## config.mk

```make
export PLATFORM = sky130hd
export DESIGN_NAME = div_seq_ctrl
export DESIGN_NICKNAME = d
export VERILOG_FILES = /design/src/rtl/div_seq_ctrl.sv
export SDC_FILE = /design/constraint.sdc
export NUM_CORES = 1
export LEC_CHECK = 0
export CORE_MARGIN = 2
export CORE_UTILIZATION = 60
export CTS_BUF_LIST = sky130_fd_sc_hd__clkbuf_2
export DETAILED_ROUTE_END_ITERATION = 7
export PLACE_DENSITY = 0.86
export REMOVE_ABC_BUFFERS = 1
export SLEW_MARGIN = 20
export SYNTH_ARGS = -nofsm -noshare
export SYNTH_HDL_FRONTEND = slang
export SYNTH_SLANG_ARGS = --single-unit
```

## constraint.sdc

```tcl
create_clock -name clock -period 3.9 [get_ports clock]
set_input_delay 0.78 -clock clock [delete_from_list [all_inputs] [get_ports clock]]
set_output_delay 0.78 -clock clock [all_outputs]
set_load 0.005 [all_outputs]
```

## src/rtl/div_seq_ctrl.sv

```systemverilog
// Multi-cycle signed divider sequencer: restoring shift/subtract, one quotient bit per clock,
// quotient to LO and remainder to HI with a single-cycle write-enable pulse.
module div_seq_ctrl #(
   parameter int unsigned WIDTH = 32
) (
   input  logic             clock,
   input  logic             clear,
   input  logic             start,
   input  logic             flush,
   input  logic [WIDTH-1:0] dividend,
   input  logic [WIDTH-1:0] divisor,
   output logic             busy,
   output logic             done,
   output logic             lo_en,
   output logic             hi_en,
   output logic [WIDTH-1:0] quotient,
   output logic [WIDTH-1:0] remainder,
   output logic             div_zero
);

   localparam int unsigned CntW = $clog2(WIDTH);
   localparam logic [WIDTH-1:0] MinVal = {1'b1, {(WIDTH-1){1'b0}}};
   localparam logic [WIDTH-1:0] MaxVal = {1'b0, {(WIDTH-1){1'b1}}};

   typedef enum logic [2:0] {StIdle, StPrep, StIter, StFix, StDone} state_e;

   state_e           state_q, state_d;
   logic [WIDTH-1:0] dvd_q, dvd_d, dvs_q, dvs_d;
   logic [WIDTH-1:0] abs_dvs_q, abs_dvs_d;
   logic [WIDTH-1:0] acc_q, acc_d;   // dividend bits shifting out, quotient bits shifting in
   logic [WIDTH-1:0] rem_q, rem_d;
   logic [CntW-1:0]  cnt_q, cnt_d;
   logic             q_sign_q, q_sign_d, r_sign_q, r_sign_d;
   logic             skip_q, skip_d;
   logic [WIDTH-1:0] quotient_q, quotient_d, remainder_q, remainder_d;
   logic             div_zero_q, div_zero_d;

   logic             accept;
   logic [WIDTH:0]   rem_sh, trial;

   always_comb begin
      state_d     = state_q;
      dvd_d       = dvd_q;
      dvs_d       = dvs_q;
      abs_dvs_d   = abs_dvs_q;
      acc_d       = acc_q;
      rem_d       = rem_q;
      cnt_d       = cnt_q;
      q_sign_d    = q_sign_q;
      r_sign_d    = r_sign_q;
      skip_d      = skip_q;
      quotient_d  = quotient_q;
      remainder_d = remainder_q;
      div_zero_d  = div_zero_q;
      rem_sh      = {rem_q, acc_q[WIDTH-1]};
      trial       = rem_sh - {1'b0, abs_dvs_q};
      accept      = start && !flush && (state_q == StIdle || state_q == StDone);

      unique case (state_q)
         StIdle, StDone: begin
            state_d = StIdle;
            if (accept) begin
               dvd_d      = dividend;
               dvs_d      = divisor;
               div_zero_d = 1'b0;
               state_d    = StPrep;
            end
         end
         StPrep: begin
            q_sign_d  = dvd_q[WIDTH-1] ^ dvs_q[WIDTH-1];
            r_sign_d  = dvd_q[WIDTH-1];
            acc_d     = dvd_q[WIDTH-1] ? (WIDTH'(0) - dvd_q) : dvd_q;
            abs_dvs_d = dvs_q[WIDTH-1] ? (WIDTH'(0) - dvs_q) : dvs_q;
            rem_d     = '0;
            cnt_d     = '0;
            skip_d    = 1'b0;
            state_d   = StIter;
            if (dvs_q == '0) begin
               acc_d      = '1;
               rem_d      = '1;
               div_zero_d = 1'b1;
               skip_d     = 1'b1;
               state_d    = StFix;
            end else if (dvd_q == MinVal && dvs_q == '1) begin
               acc_d   = MaxVal;
               skip_d  = 1'b1;
               state_d = StFix;
            end
            if (flush) state_d = StIdle;
         end
         StIter: begin
            if (trial[WIDTH]) begin
               rem_d = rem_sh[WIDTH-1:0];
               acc_d = {acc_q[WIDTH-2:0], 1'b0};
            end else begin
               rem_d = trial[WIDTH-1:0];
               acc_d = {acc_q[WIDTH-2:0], 1'b1};
            end
            cnt_d = cnt_q + 1'b1;
            if (cnt_q == CntW'(WIDTH-1)) state_d = StFix;
            if (flush) state_d = StIdle;
         end
         StFix: begin
            if (flush) begin
               state_d = StIdle;
            end else begin
               quotient_d  = (q_sign_q && !skip_q) ? (WIDTH'(0) - acc_q) : acc_q;
               remainder_d = (r_sign_q && !skip_q) ? (WIDTH'(0) - rem_q) : rem_q;
               state_d     = StDone;
            end
         end
         default: state_d = StIdle;
      endcase
   end

   always_ff @(posedge clock or negedge clear) begin
      if (!clear) begin
         state_q     <= StIdle;
         dvd_q       <= '0;
         dvs_q       <= '0;
         abs_dvs_q   <= '0;
         acc_q       <= '0;
         rem_q       <= '0;
         cnt_q       <= '0;
         q_sign_q    <= 1'b0;
         r_sign_q    <= 1'b0;
         skip_q      <= 1'b0;
         quotient_q  <= '0;
         remainder_q <= '0;
         div_zero_q  <= 1'b0;
      end else begin
         state_q     <= state_d;
         dvd_q       <= dvd_d;
         dvs_q       <= dvs_d;
         abs_dvs_q   <= abs_dvs_d;
         acc_q       <= acc_d;
         rem_q       <= rem_d;
         cnt_q       <= cnt_d;
         q_sign_q    <= q_sign_d;
         r_sign_q    <= r_sign_d;
         skip_q      <= skip_d;
         quotient_q  <= quotient_d;
         remainder_q <= remainder_d;
         div_zero_q  <= div_zero_d;
      end
   end

   assign busy      = (state_q == StPrep) || (state_q == StIter) || (state_q == StFix);
   assign done      = (state_q == StDone);
   assign lo_en     = done;
   assign hi_en     = done;
   assign quotient  = quotient_q;
   assign remainder = remainder_q;
   assign div_zero  = div_zero_q;

endmodule
```

==> results of run 1 <==
## worst paths after layout
check	startpoint	endpoint	slack, ns	depth (start not counted)
worst max-delay path	acc_q[31]$_DFFE_PN0P_	rem_q[27]$_DFFE_PN0P_	0.46	13
worst min-delay path	clear	abs_dvs_q[23]$_DFFE_PN0P_	0.46	2
worst max register to register	acc_q[31]$_DFFE_PN0P_	rem_q[27]$_DFFE_PN0P_	0.46	13
worst min register to register	abs_dvs_q[2]$_DFFE_PN0P_	abs_dvs_q[2]$_DFFE_PN0P_	0.49	2
max in group asynchronous	clear	dvd_q[19]$_DFFE_PN0P_	2.58	3
min in group clock	dividend[1]	dvd_q[1]$_DFFE_PN0P_	0.48	3
## metrics by stage
step                setup TNS, ns  cell area, um^2  hold WS (ns)  utilization
floorplan                 -818.82            13500         0.449            -
global placement                0            15400         0.463        0.680
detailed placement              0            15400         0.472        0.680
CTS                             0            15900         0.402        0.704
global route                    0            15900         0.444        0.704
finish                          0            15900         0.462        0.704
## placed cells by master, fill, tap and decap left out, drive strengths merged, types with 21 or more instances in the layout
master         Yosys  layout
dfrtp            236     236
a21oi            176     176
clkdlybuf4s50      0     135
nor2             133     133
nand2            126     126
o21ai            112     112
xor2              93      93
clkbuf            69      84
mux2              64      64
inv               52      52
xnor2             49      49
ha                39      39
o31ai             28      28
nor3              27      27
mux2i             26      26
nand3             21      21
## final cells by class
class,instances,area (um^2),area share
diodes,1,2.50,0.000157
clock buffers,84,420,0.0264
clock inverters,21,116,0.00730
inverters,52,195,0.0122
multi-input cells,1118,7410,0.465
flip-flops and latches,236,5910,0.370
well taps,285,357,0.0224
repair buffers,150,1540,0.0964
## state kept, by name (all words and copies together), names as in the netlist
signal     count
abs_dvs_q     32
acc_q         32
dvd_q         32
dvs_q         32
quotient      32
rem_q         32
remainder     32
cnt_q          5
state_q        3
div_zero       1
q_sign_q       1
r_sign_q       1
skip_q         1
## metal layers
layer	part of all wire	global-route usage
met2	0.46	0.458
met4	0.029	0.101
met1	0.42	0.387
met3	0.086	0.0614
met5	0	0
## cells by family (layout without fill, tap and decap cells)
group	count (synthesis)	in the layout	synth area share
other	0	1	0
flip-flops	236	236	0.428
XOR/XNOR	142	142	0.0901
adder cells (fa/ha/maj)	40	40	0.0368
multiplexers	90	90	0.0710
AO/OA/AOI/OAI	434	434	0.192
buffers and inverters	138	307	0.0393
AND/OR/NAND/NOR	412	412	0.144
## repair_timing
item | in CTS | in global routing
hold endpoints to repair | 71 | 0
gates resized for setup | 0 | 0
hold buffers | 1 | 0
## worst max-delay path: stages (launching register included)
cell,delay [ns]
dfrtp_1,0.35
inv_1,0.08
ha_1,0.22
fa_1,0.41
nor2b_1,0.17
o31ai_1,0.12
a21oi_1,0.29
o21ai_1,0.16
a21oi_2,0.29
a31oi_1,0.18
o311ai_4,0.28
buf_12,0.31
nor2_1,0.08
a311o_1,0.32
## power breakdown
part	internal [mW]	leakage, nW	switching, mW
registers	3.37	2.94	1.13
logic	3.41	3.51	3.83
clock network	0.650	0.399	1.00
==> summary.md, run 1 <==
| Metric | Value |
|---|---|
| Global Route Usage Sum | 0.286 |
| Vias post-DR | 11916 |
| Fin nets | 1726 |
| Synth Register Bits | 236 |
| Clock sinks | 236 |
| Ys flop type | dfrtp_1 |
| Initial antenna violation count | 1 |
| CTS Buf Count | 60 |
| DPL Wire Length | 23.9 mm |
| Total Wirelength | 33.8 mm |
| Overall power | 13.4 mW |
| Crit Path Max Fanout | 41 |
| P per Cell Area | 840 nW/um^2 |
| Tcrit/Tclk final | 0.882 |
| Drt pass-1 iters | 5 |
| FILL cells | 1701 |
| Critical path endpoint category | flop |
| Routed len/inst | 17.4 um |
| Placement Setup Slack | 0.543 ns |
| Layout cells sized above 1 | 0.120 |
| Arr. time, crit path | 4.16 ns |
| # H-tree levels | 2 |
| Minimum clock period | 3.44 ns |
| Post-CTS Repair Setup Buffers | 0 |
| Share of the synthesized area in the top cell type | 0.428 |
| CP startpoint kind | flop |
| CTS tree | yes |
| Area grow syn2layout | 15.4% |
| Most numerous cell in the Yosys netlist | dfrtp_1 |
| Die Width | 156 um |
| Async S/R FF share, synth | 1.00 |
| Largest net degree at the start of global routing | 87 |
| EDFF count, synth | 0 |
| First-pass GRT wire length | 56.3 mm |
| Max cap viols | 0 |
| Status | complete, no violations |
| GR Overflow Total | 0 |
| Critical path data required time | 4.62 ns |
| Die footprint | 24200 um^2 |
| Dominant cell type by area after synthesis | dfrtp_1 |
| Port bufs | 136 |
| First DRT Iteration DRCs | 999 |
| IO Pins | 137 |
| Synth unique cells | 79 |
| Setup Viol. Count Final | 0 |
| Final hold vios | 0 |
| Post-synthesis cell area | 13800 um^2 |
| Final Skew | 0.0894 ns |
| Synth cell count leaders | 236 x dfrtp_1, 175 x a21oi_1, 131 x nor2_1 |
| Initial core utilization | 0.610 |
| DP Cell Count | 1840 |
| VDD IR max | 0.000540 V |
| Sequential fraction of the synthesis area | 0.428 |
| Clk_lat worst skew | 0.89 ns |
| F_max | 291 MHz |
| Synth area leaders | dfrtp_1 43%, a21oi_1 6.3%, xor2_1 5.9% |
| Hold Path Class | primary input to async pin |
| Clock Tree Root | clkbuf_2 |
| Slew Limit Fails | 0 |
| CTS clock-pin slew for the worst setup and hold paths | 0.11 ns |
| Core box area | 22600 um^2 |
| RSZ-0062 raised after global routing | no |
| Post-Syn Instances | 1492 |
| Post-Layout Cell Count | 1947 |
| WS Path Type | flop to flop |
| Leakage power | 6.85 nW |
| DIE HEIGHT | 156 um |
| Final ANT Viol Nets | 0 |
| Placer congestion estimate | 0.946 |
| Worst Setup Slack, final | 0.460 ns |
| Max-slew headroom | 0.302 |
| Yosys warns | 0 |
| Bufs on Longest Clock Path | 3 |
| Post-DR vias/cell | 6.12 |
| Avg Cell Area, Syn | 9.26 um^2 |
| DRC viols | 0 |
| Slew @ Worst Pin | 1.05 ns |
| Site row count | 55 |
| Vias in the first global route | 11522 |
(Power assumes the default switching activity.)
==> inputs of run 2 (changes only) <==
--- a/config.mk
+++ b/config.mk
@@ -9,6 +9,7 @@
 export CORE_UTILIZATION = 60
 export CTS_BUF_LIST = sky130_fd_sc_hd__clkbuf_2
 export DETAILED_ROUTE_END_ITERATION = 7
+export MAX_ROUTING_LAYER = met4
 export PLACE_DENSITY = 0.86
 export REMOVE_ABC_BUFFERS = 1
 export SLEW_MARGIN = 20
==> summary.md, run 2 (synthesis results as in run 1) <==
| Metric | Value |
|---|---|
| WHS Path Cells | 3 |
| GR Overflow Total | 0 |
| RSZ-0062 raised after global routing | no |
| Vias in the first global route | 11478 |
| Layout cells sized above 1 | 0.122 |
| Arr. time, crit path | 4.17 ns |
| Crit-path max cell delay | 0.41 ns |
| Leakage power | 6.88 nW |
| Seq pwr share | 0.332 |
| NetSw | 6.01 mW |
| Final Skew | 0.0328 ns |
| Setup Viol. Count Final | 0 |
| Total Wirelength | 35.0 mm |
| DRC viols | 0 |
| Largest net degree at the start of global routing | 118 |
| Die Width | 156 um |
| Slowest CP cell | fa_1 |
| Area grow syn2layout | 15.6% |
| Hold Path Class | primary input to flop |
| Clock network power share | 0.129 |
| Max cap viols | 0 |
| Placer congestion estimate | 0.915 |
| Minimum clock period | 3.43 ns |
| CTS hold repair buffers | 1 |
| Switching share of total power | 0.445 |
| Critical path depth | 13 |
| Status | complete, no violations |
| Drt pass-1 iters | 5 |
| Final instance area | 16000 um^2 |
| Combinational share of power | 0.540 |
| Placed cell area | 15400 um^2 |
| Post-DR vias/cell | 6.12 |
| Port bufs | 136 |
| IO Pins | 137 |
| Register-to-Register Path Depth | 13 |
| WS Path Type | flop to flop |
| Post-CTS Repair Setup Buffers | 0 |
| Tcrit/Tclk final | 0.880 |
| VDD IR max | 0.000635 V |
| Most frequent cells in the layout | 236 x dfrtp_1, 175 x a21oi_1, 135 x clkdlybuf4s50_1 |
| F_max | 291 MHz |
| CTS tree | yes |
| Post-CTS resize count | 0 |
| Fin nets | 1729 |
| # H-tree levels | 2 |
| Crit Reg-Reg Endpoint | rem_q[27]$_DFFE_PN0P_ |
| P per Cell Area | 847 nW/um^2 |
| Crit Path Max Fanout | 41 |
| Bufs on Longest Clock Path | 3 |
| Int Power | 7.50 mW |
| Setup TNS | 0 ns |
| Core box area | 22600 um^2 |
| Critical path data required time | 4.64 ns |
| Site row count | 55 |
| Clock sinks | 236 |
| Final ANT Viol Nets | 0 |
| Initial antenna violation count | 1 |
| Die footprint | 24200 um^2 |
| DIE HEIGHT | 156 um |
| Worst setup endpoint | rem_q[27]$_DFFE_PN0P_ |
| Initial core utilization | 0.610 |
| First DRT Iteration DRCs | 918 |
| CP startpoint kind | flop |
| Clock Tree Root | clkbuf_2 |
| CP Buf/Inv Count | 2 |
| Crit path from | acc_q[31]$_DFFE_PN0P_ |
| CTS Buf Count | 60 |
| FF/Latch Area | 5910 um^2 |
| Commonest non-fill, non-tap cell in the layout | dfrtp_1 |
| Critical path endpoint category | flop |
| DPL Wire Length | 24.5 mm |
| Area occupied by multi-input gates | 7410 um^2 |
| Reg2Reg Setup Slack | 0.47 ns |
| Final hold vios | 0 |
| Global Route Usage Sum | 0.301 |
| Crit path max-delay family | compound AO/OA/AOI/OAI gates |
| First-pass GRT wire length | 57.3 mm |
| Crit path cell chain | inv_1 -> ha_1 -> fa_1 -> nor2b_1 -> o31ai_1 -> a21oi_1 -> o21ai_1 -> a21oi_2 -> a31oi_1 -> o311ai_4 -> buf_12 -> nor2_1 -> a311o_1 |
| Slew @ Worst Pin | 1.04 ns |
| Clk_lat worst skew | 0.87 ns |
| Max-slew headroom | 0.301 |
| FILL cells | 1719 |
| Slew Limit Fails | 0 |
| CTS clock-pin slew for the worst setup and hold paths | 0.11 ns |
| Routed len/inst | 18.0 um |
| RR Startpoint | acc_q[31]$_DFFE_PN0P_ |
| Vias post-DR | 11919 |
run 2: final cells by class:
| cell class | count | share of cell area |
|---|---|---|
| inverter | 52 | 0.0122 |
| clock buffer | 87 | 0.0273 |
| antenna | 1 | 0.000157 |
| sequential | 236 | 0.370 |
| tap | 285 | 0.0223 |
| multi-input combinational | 1118 | 0.464 |
| timing repair buffer | 153 | 0.0969 |
| clock inverter | 15 | 0.00721 |
run 2: stage by stage:
| stage | hold slack (ns) | utilization | instances | setup slack (ns) | power, mW |
|---|---|---|---|---|---|
| finish | 0.479 | 0.705 | 1947 | 0.466 | 13.5 |
| CTS | 0.414 | 0.705 | 1946 | 0.472 | 13.4 |
| global route | 0.434 | 0.705 | 1947 | 0.213 | 14.6 |
| floorplan | 0.449 | - | 1406 | -6.84 | 9.48 |
| global placement | 0.464 | 0.680 | 1843 | 0.669 | 11.4 |
| detailed placement | 0.471 | 0.680 | 1843 | 0.539 | 11.7 |
run 2: layer usage:
metal | wire length, um | vias to the layer above | share of wire | track usage
li1 | - | 5611 | - | -
met1 | 15200 | 5757 | 0.44 | 0.405
met2 | 16300 | 471 | 0.47 | 0.469
met3 | 2460 | 80 | 0.070 | 0.0489
met4 | 974 | 0 | 0.028 | 0.101
met5 | 0 | - | 0 | -
run 2: power by group through the flow:
stage / clock (mW) / sequential (mW) / combinational, mW
4_1_cts: 1.78 / 4.45 / 7.22
3_5_place_dp: 0 / 4.49 / 7.18
2_1_floorplan: 0 / 4.24 / 5.24
5_1_grt: 1.91 / 4.61 / 8.07
6_report: 1.74 / 4.48 / 7.30
3_3_place_gp: 0 / 4.43 / 6.99
run 2: worst min-delay path: cells and delay by family:
kind	cells	cell delay [ns]
buf+inv	1	0.39
simple gates	1	0.06
compound gates	1	0.06
run 2: how the worst min path moves through the flow:
stage | startpoint | endpoint | slack [ns]
floorplan | cnt_q[3]$_DFFE_PN0P_ | cnt_q[3]$_DFFE_PN0P_ | 0.45
global placement | abs_dvs_q[4]$_DFFE_PN0P_ | abs_dvs_q[4]$_DFFE_PN0P_ | 0.46
detailed placement | abs_dvs_q[4]$_DFFE_PN0P_ | abs_dvs_q[4]$_DFFE_PN0P_ | 0.47
CTS | divisor[1] | dvs_q[1]$_DFFE_PN0P_ | 0.41
global route | divisor[0] | dvs_q[0]$_DFFE_PN0P_ | 0.43
finish | divisor[1] | dvs_q[1]$_DFFE_PN0P_ | 0.48
==> inputs of run 3 (changes only) <==
--- a/config.mk
+++ b/config.mk
@@ -6,11 +6,12 @@
 export NUM_CORES = 1
 export LEC_CHECK = 0
 export CORE_MARGIN = 2
-export CORE_UTILIZATION = 60
+export CORE_UTILIZATION = 65
 export CTS_BUF_LIST = sky130_fd_sc_hd__clkbuf_2
 export DETAILED_ROUTE_END_ITERATION = 7
+export DONT_BUFFER_PORTS = 1
 export MAX_ROUTING_LAYER = met4
-export PLACE_DENSITY = 0.86
+export PLACE_DENSITY = 0.84
 export REMOVE_ABC_BUFFERS = 1
 export SLEW_MARGIN = 20
 export SYNTH_ARGS = -nofsm -noshare
==> summary.md, run 3 (synthesis results as in run 1) <==
| Metric | Value |
|---|---|
| Initial core utilization | 0.659 |
| VDD IR max | 0.000441 V |
| Placed cell area | 14000 um^2 |
| DRC viols | 0 |
| Clk_lat worst skew | 0.93 ns |
| CTS tree | yes |
| Minimum clock period | 3.64 ns |
| Seq pwr share | 0.351 |
| Most frequent cells in the layout | 236 x dfrtp_1, 175 x a21oi_1, 131 x nor2_1 |
| GR Overflow Total | 0 |
| Placer congestion estimate | 0.941 |
| DIE HEIGHT | 150 um |
| Final instance area | 14900 um^2 |
| Switching share of total power | 0.458 |
| Clock Tree Root | clkbuf_2 |
| Final hold vios | 236 |
| RSZ-0062 raised after global routing | no |
| CTS clock-pin slew for the worst setup and hold paths | 0.12 ns |
| Commonest non-fill, non-tap cell in the layout | dfrtp_1 |
| # H-tree levels | 2 |
| WS Path Type | flop to flop |
| Total Wirelength | 35.4 mm |
| Clock network power share | 0.134 |
| Routed len/inst | 19.2 um |
| Drt pass-1 iters | 6 |
| Bufs on Longest Clock Path | 3 |
| Max cap viols | 0 |
| Final Skew | 0.0995 ns |
| Int Power | 7.03 mW |
| F_max | 274 MHz |
| Die Width | 150 um |
| DPL Wire Length | 23.2 mm |
| Slew @ Worst Pin | 1.10 ns |
| P per Cell Area | 869 nW/um^2 |
| Vias post-DR | 11549 |
| Post-DR vias/cell | 6.28 |
| Crit Path Max Fanout | 12 |
| IO Pins | 137 |
| Critical path endpoint category | flop |
| Vias in the first global route | 11284 |
| NetSw | 5.94 mW |
| Initial antenna violation count | 2 |
| Final ANT Viol Nets | 0 |
| CTS hold repair buffers | 37 |
| Violated checks | hold timing |
| Tcrit/Tclk final | 0.934 |
| Hold Path Class | primary input to async pin |
| Fin nets | 1629 |
| CTS Buf Count | 60 |
| Largest net degree at the start of global routing | 237 |
| Status | finished, violations left |
| First-pass GRT wire length | 56.9 mm |
| Critical path data required time | 4.61 ns |
| Leakage power | 6.50 nW |
| Clock sinks | 236 |
| Hold slack final | -0.422 ns |
| Overall power | 13.0 mW |
| Die footprint | 22400 um^2 |
| FILL cells | 1601 |
| Setup Viol. Count Final | 0 |
| Slew Limit Fails | 0 |
| Combinational share of power | 0.515 |
| Layout cells sized above 1 | 0.126 |
| Max-slew headroom | 0.261 |
| Global Route Usage Sum | 0.326 |
| Port bufs | 0 |
| First DRT Iteration DRCs | 857 |
| Arr. time, crit path | 4.35 ns |
| CP startpoint kind | flop |
| Core box area | 21000 um^2 |
| Site row count | 53 |
| Area grow syn2layout | 8.10% |
-- run 3: cell count changes in the layout (fill, tap and decap cells not counted), sizes merged --
cell and change:
clkdlybuf4s50 -135, dlygate4sd3 +36, clkinv +8, clkbuf -7, diode +2, buf -1
-- run 3: final timing paths --
check	depth (start not counted)	from	slack (ns)	end
min in group clock	1	divisor[29]	0.05	dvs_q[29]$_DFFE_PN0P_
setup reg to reg	13	acc_q[31]$_DFFE_PN0P_	0.26	rem_q[2]$_DFFE_PN0P_
hold reg to reg	2	abs_dvs_q[15]$_DFFE_PN0P_	0.49	abs_dvs_q[15]$_DFFE_PN0P_
max in group asynchronous	0	clear	3.83	cnt_q[0]$_DFFE_PN0P_
hold / removal	0	clear	-0.42	remainder[8]$_DFFE_PN0P_
setup / recovery	13	acc_q[31]$_DFFE_PN0P_	0.26	rem_q[2]$_DFFE_PN0P_
-- run 3: through the flow --
stage               setup slack [ns]  hold WS (ns)  cells   util  setup TNS, ns
global placement               0.470         0.462   1697  0.668              0
detailed placement             0.382         0.470   1697  0.668              0
floorplan                      -6.84         0.449   1406      -        -818.82
finish                         0.257        -0.422   1840  0.712              0
global route                   0.123        -0.476   1839  0.712              0
CTS                            0.323        -0.486   1837  0.712              0
-- run 3: power groups by stage --
stage / Clock (mW) / Combinational [mW] / Sequential [mW]
2_1_floorplan: 0 / 5.24 / 4.24
3_3_place_gp: 0 / 6.37 / 4.49
3_5_place_dp: 0 / 6.48 / 4.56
4_1_cts: 1.77 / 6.57 / 4.51
5_1_grt: 1.91 / 7.39 / 4.69
6_report: 1.74 / 6.68 / 4.55
-- run 3: worst max-delay path: stages, from the launching register on --
cell	delay (ns)
dfrtp_1	0.37
inv_1	0.09
ha_1	0.21
fa_1	0.41
nor2b_1	0.16
o31ai_1	0.12
a21oi_1	0.39
o21ai_1	0.17
a21oi_2	0.30
a31oi_1	0.18
o311ai_4	0.46
buf_4	0.33
mux2i_1	0.20
a21oi_1	0.08
-- run 3: cell type report --
class                           instances  area (um^2)  share of cell area
Clock inverter                         23          153              0.0102
Inverter                               52          195              0.0131
Clock buffer                           80          400              0.0268
Antenna cell                            3         7.51            0.000503
Tap cell                              275          344              0.0230
Timing Repair Buffer                   53          515              0.0345
Multi-Input combinational cell       1118         7410               0.496
Sequential cell                       236         5910               0.396
-- run 3: what timing repair did --
action,in CTS,in global routing
endpoints found under the setup margin,0,0
hold endpoints to repair,274,236
resized for setup,0,0
setup buffers,0,0
-- run 3: routing by layer --
layer / vias up / global-route usage / wire (um) / share of wire
li1: 5424 / - / - / -
met1: 5524 / 0.423 / 14900 / 0.42
met2: 507 / 0.523 / 16900 / 0.48
met3: 94 / 0.0567 / 2660 / 0.075
met4: 0 / 0.115 / 977 / 0.028
met5: - / - / 0 / 0
